===== src/rtl/uart_pkg.sv =====
// Shared types for the UART transmit feeder: sequencer state encoding and byte width.
package uart_pkg;

    localparam int UART_DATA_W = 8;

    typedef enum logic [1:0] {
        IDLE      = 2'd0,
        LAUNCH    = 2'd1,
        WAIT_BUSY = 2'd2,
        WAIT_DONE = 2'd3
    } feeder_state_t;

endpackage


===== src/rtl/uart_tx_feeder_sync_fifo.sv =====
// Single-clock circular-buffer FIFO with an explicit occupancy counter and registered head.
module sync_fifo #(
    parameter  int DATA_W = 8,
    parameter  int DEPTH  = 16,
    localparam int AW     = $clog2(DEPTH),
    localparam int LW     = AW + 1
) (
    input  logic              clk_i,
    input  logic              rst_ni,
    input  logic              push_i,
    input  logic [DATA_W-1:0] din_i,
    input  logic              pop_i,
    output logic              full_o,
    output logic              empty_o,
    output logic [LW-1:0]     level_o,
    output logic [DATA_W-1:0] dout_o
);

    logic [DATA_W-1:0] mem_q [DEPTH];
    logic [AW-1:0]     wr_ptr_q;
    logic [AW-1:0]     rd_ptr_q;
    logic [LW-1:0]     level_q;
    logic              do_push;
    logic              do_pop;

    // A push into a full FIFO is still accepted when the head leaves in the same cycle.
    assign do_pop  = pop_i && (level_q != '0);
    assign do_push = push_i && ((level_q != LW'(DEPTH)) || do_pop);

    always_ff @(posedge clk_i) begin
        if (!rst_ni) begin
            wr_ptr_q <= '0;
            rd_ptr_q <= '0;
            level_q  <= '0;
        end else begin
            if (do_push) wr_ptr_q <= wr_ptr_q + 1'b1;
            if (do_pop)  rd_ptr_q <= rd_ptr_q + 1'b1;
            case ({do_push, do_pop})
                2'b10:   level_q <= level_q + 1'b1;
                2'b01:   level_q <= level_q - 1'b1;
                default: level_q <= level_q;
            endcase
        end
    end

    always_ff @(posedge clk_i) begin
        if (do_push) mem_q[wr_ptr_q] <= din_i;
    end

    assign full_o  = (level_q == LW'(DEPTH));
    assign empty_o = (level_q == '0);
    assign level_o = level_q;
    assign dout_o  = mem_q[rd_ptr_q];

endmodule


===== src/rtl/uart_tx_feeder.sv =====
// Byte FIFO plus launch sequencer feeding a UART transmitter; a byte is popped only once
// the transmitter has been seen busy, otherwise it is relaunched after a timeout.
module uart_tx_feeder
    import uart_pkg::*;
#(
    parameter  int DEPTH        = 16,
    parameter  int BUSY_TIMEOUT = 4,
    localparam int LW           = $clog2(DEPTH) + 1
) (
    input  logic                   sys_clk,
    input  logic                   sys_rst_l,
    input  logic                   wr_en,
    input  logic [UART_DATA_W-1:0] wr_data,
    output logic                   full,
    output logic                   empty,
    output logic [LW-1:0]          level,
    output logic                   overflowH,
    input  logic                   clr_ovf,
    output logic                   xmitH,
    output logic [UART_DATA_W-1:0] xmit_dataH,
    input  logic                   xmit_doneH,
    output logic                   busy
);

    localparam int CW = (BUSY_TIMEOUT > 1) ? $clog2(BUSY_TIMEOUT) : 1;

    feeder_state_t          state_q, state_d;
    logic [CW-1:0]          cnt_q, cnt_d;
    logic [UART_DATA_W-1:0] data_q, data_d;
    logic                   xmit_q;
    logic                   busy_q;
    logic                   ovf_q, ovf_d;
    logic                   pop;
    logic                   drop;
    logic                   fifo_full;
    logic                   fifo_empty;
    logic [UART_DATA_W-1:0] fifo_dout;

    sync_fifo #(
        .DATA_W (UART_DATA_W),
        .DEPTH  (DEPTH)
    ) u_fifo (
        .clk_i   (sys_clk),
        .rst_ni  (sys_rst_l),
        .push_i  (wr_en),
        .din_i   (wr_data),
        .pop_i   (pop),
        .full_o  (fifo_full),
        .empty_o (fifo_empty),
        .level_o (level),
        .dout_o  (fifo_dout)
    );

    assign drop = wr_en && fifo_full && !pop;

    always_comb begin
        state_d = state_q;
        cnt_d   = cnt_q;
        data_d  = data_q;
        pop     = 1'b0;
        case (state_q)
            IDLE: begin
                if (!fifo_empty && xmit_doneH) begin
                    state_d = LAUNCH;
                    data_d  = fifo_dout;
                end
            end
            LAUNCH: begin
                cnt_d   = '0;
                state_d = WAIT_BUSY;
            end
            WAIT_BUSY: begin
                if (!xmit_doneH) begin
                    pop     = 1'b1;
                    state_d = WAIT_DONE;
                end else if (cnt_q == CW'(BUSY_TIMEOUT - 1)) begin
                    state_d = IDLE;
                end else begin
                    cnt_d = cnt_q + 1'b1;
                end
            end
            WAIT_DONE: begin
                if (xmit_doneH) state_d = IDLE;
            end
            default: state_d = IDLE;
        endcase
    end

    // A drop in the same cycle as a clear leaves the flag set.
    always_comb begin
        ovf_d = ovf_q;
        if (drop)         ovf_d = 1'b1;
        else if (clr_ovf) ovf_d = 1'b0;
    end

    always_ff @(posedge sys_clk) begin
        if (!sys_rst_l) begin
            state_q <= IDLE;
            cnt_q   <= '0;
            data_q  <= '0;
            xmit_q  <= 1'b0;
            busy_q  <= 1'b0;
            ovf_q   <= 1'b0;
        end else begin
            state_q <= state_d;
            cnt_q   <= cnt_d;
            data_q  <= data_d;
            xmit_q  <= (state_d == LAUNCH);
            busy_q  <= (state_d != IDLE);
            ovf_q   <= ovf_d;
        end
    end

    assign full       = fifo_full;
    assign empty      = fifo_empty;
    assign overflowH  = ovf_q;
    assign xmitH      = xmit_q;
    assign xmit_dataH = data_q;
    assign busy       = busy_q;

endmodule

===== config.mk =====
export PLATFORM = sky130hd
export DESIGN_NAME = uart_tx_feeder
export DESIGN_NICKNAME = d
export VERILOG_FILES = /design/src/rtl/uart_pkg.sv /design/src/rtl/uart_tx_feeder_sync_fifo.sv /design/src/rtl/uart_tx_feeder.sv
export SDC_FILE = /design/constraint.sdc
export NUM_CORES = 1
export LEC_CHECK = 0
export CAP_MARGIN = 20
export CORE_UTILIZATION = 47
export DETAILED_ROUTE_END_ITERATION = 12
export PLACE_DENSITY_LB_ADDON = 0.12
export SETUP_SLACK_MARGIN = 0.05
export SLEW_MARGIN = 25
export SYNTH_ARGS = -nofsm -noshare
export SYNTH_HDL_FRONTEND = slang
export SYNTH_SLANG_ARGS = --single-unit

===== constraint.sdc =====
create_clock -name sys_clk -period 2.91 [get_ports sys_clk]
set_clock_uncertainty 0.2 [all_clocks]
set_input_delay 0.582 -clock sys_clk [delete_from_list [all_inputs] [get_ports sys_clk]]
set_output_delay 0.582 -clock sys_clk [all_outputs]
set_load 0.02 [all_outputs]

==> results_dict.tcl <==
set metrics [dict create \
    status "completed" \
    via_per_inst 5.48 \
    arrival_ps 1960 \
    clock.fmax_mhz 365 \
    area_growth_pct 21.1 \
    cts.path.max_buffers 2 \
    hold_depth 2 \
    hpwlAfterDp_um 7800 \
    synth_top_cell_by_area "edfxtp_1" \
    finalNetCount 464 \
    synthTopCellsByCount "128 x edfxtp_1, 32 x mux4_2, 28 x dfxtp_1, 28 x nor2_1, 19 x mux2i_1" \
    antenna_found_initial 0 \
    syn-num-nets 398 \
    max_slew.worst_pin.slew_ps 902 \
    ys.flop_type "edfxtp_1" \
    initial_core_util_pct 48.0 \
    post-route-period-util_pct 94.2 \
    groute.usage.overall_pct 19.0 \
    die_area_um2 14000 \
    synth_cell_types 46 \
    slew_violations 0 \
    grt_overflow 0 \
    ios 31 \
    startpoint_type "flip-flop" \
    die_width_um 118 \
    required_ps 2130 \
    path_clk_slew_ps 60 \
    grt_pass1_wl_um 19200 \
    synth.most_common_cell "edfxtp_1" \
    core_area_um2 13200 \
    maxCapViolations 0 \
    syn_avg_cell_area_um2 17.0 \
    rows 42 \
    drive_gt1_share_pct 25.7 \
    yosysSeqAreaShare_pct 69.2 \
    grt_max_degree 24 \
    synth_cells 375 \
    cp-end-kind "output pin" \
    async_reset_ff_share_pct 0 \
    reg2reg_depth 10 \
    numCtsBuffers 17 \
    drtIter0Drc 273 \
    setup_ws_ps 169 \
    antenna_cells 0 \
    rsz0062_at_grt "false" \
    grt_pass1_vias 3468 \
    yosysWarnings 0 \
    period_needed_ps 2740 \
    cts_root_buf "clkbuf_16" \
    place_ws_ps -165 \
    p_per_area_nw_per_um2 646 \
    wl_per_cell_um 19.4 \
    power_uw 4970 \
    max_slew_margin_pct 39.7 \
    vias 3441 \
    dr.pass1.iters 4 \
    htree_levels 4 \
    path_class "flip-flop to output pin" \
    synth_seq_cells 156 \
    drc_errors 0 \
    cts.sinks 156 \
    syn_area_um2 6360 \
    ys_top_cells_by_area "edfxtp_1 60%, mux4_2 11%, dfxtp_1 8.8%" \
    hold_class "flip-flop to flip-flop" \
    clock_latency_ps 420 \
    ant_nets 0 \
    path_max_fanout 9 \
    synth_edf_count 128 \
    final_hold_viol_count 0 \
    ir_drop_mv 0.333 \
    cts_tree "done" \
    leakage_uw 0.00253 \
    finalSetupViolations 0 \
    portBuffers 30 \
    synth.top_cell.area_share_pct 60.4 \
    nFillCells 1031 \
    wirelength_um 12200 \
    die_h_um 118 \
    gp_routability_congestion 0.726 \
]
## power by group
group          leakage (uW)  total [uW]  internal [uW]  switching [uW]
Sequential          0.00139        2500           2460            32.3
Combinational      0.000861         316            144             172
Clock              0.000283        2160           1330             829
Total               0.00253        4970           3940            1030
## worst paths after layout
check | start | end | slack (ps)
min | overflowH$_SDFFE_PN0P_ | overflowH$_SDFFE_PN0P_ | 270
max reg2reg | u_fifo.level_o[1]$_SDFFE_PN0P_ | u_fifo.level_o[4]$_SDFFE_PN0P_ | 170
min reg2reg | overflowH$_SDFFE_PN0P_ | overflowH$_SDFFE_PN0P_ | 270
max | u_fifo.level_o[1]$_SDFFE_PN0P_ | full | 170
## metal layers
metal	global-route usage (%)	part of all wire (%)
met1	26.0	45
met2	29.2	48
met3	4.73	5.0
met4	7.85	2.0
met5	0	0
## cells in the final DEF, fill, tap and decap left out, types with 2 or more instances in the layout
master,count
clkinv_2,2
dfxtp_1,25
nand3_1,15
o221ai_1,8
nor2_1,28
inv_6,2
dfxtp_2,2
clkinv_4,2
bufinv_16,3
o21ai_0,3
o211ai_1,5
clkdlybuf4s50_1,28
ha_4,2
mux4_2,32
xor2_1,6
buf_4,41
clkbuf_16,17
nand2b_1,7
ha_1,7
nand2_1,7
edfxtp_1,128
mux2i_1,19
or3_1,4
nor3_1,4
inv_1,8
dlygate4sd2_1,2
a21oi_1,10
clkinv_1,3
a211o_1,2
## cell type report
cell class              count  area, um^2  share of cell area (%)
clock buffers              18         429                    5.57
clock inverters            12         146                    1.90
inverters                   9        36.3                   0.471
multi-input cells         185        1830                    23.8
flip-flops and latches    156        4410                    57.3
well taps                 176         220                    2.86
repair buffers             72         626                    8.12
## flip-flops by register name, summed over array words and instances (netlist names)
| name | flops |
|---|---|
| overflowH | 1 |
| u_fifo.wr_ptr_q | 4 |
| state_q | 2 |
| busy | 1 |
| cnt_q | 2 |
| xmit_dataH | 8 |
| u_fifo.mem_q | 128 |
| u_fifo.level_o | 5 |
| u_fifo.rd_ptr_q | 4 |
| xmitH | 1 |
## cells by family (layout without fill, tap and decap cells)
logic type / Yosys count / in the layout / share of synthesized area [%]
flip-flops: 156 / 156 / 69.2
AND/OR/NAND/NOR: 75 / 75 / 6.00
multiplexers: 51 / 51 / 14.3
AO/OA/AOI/OAI: 42 / 42 / 4.98
buffers and inverters: 34 / 111 / 2.54
adder cells (fa/ha/maj): 10 / 10 / 1.97
XOR/XNOR: 7 / 7 / 0.964
## critical path, stage by stage (launching register included)
cell and delay [ps]:
dfxtp_4 370, or4_4 540, buf_4 170, nor2_1 110, dlygate4sd2_1 350
## metrics by stage
stage	utilization, %	std cells	setup TNS (ps)	hold WS [ps]	area [um^2]
after floorplan	-	375	-332	267	6430
after CTS	58.0	625	0	272	7680
after global routing	58.2	628	0	304	7700
after detailed placement	53.7	595	-466	262	7110
final	58.2	628	0	270	7700
after global placement	53.7	595	-282	257	7110
## timing repair
item                                    CTS  global route
resized for setup                         2             0
hold buffers                              0             0
pin swaps                                 0             3
endpoints found under the setup margin    2             3
setup buffers                             0             3
(Power assumes the default switching activity.)
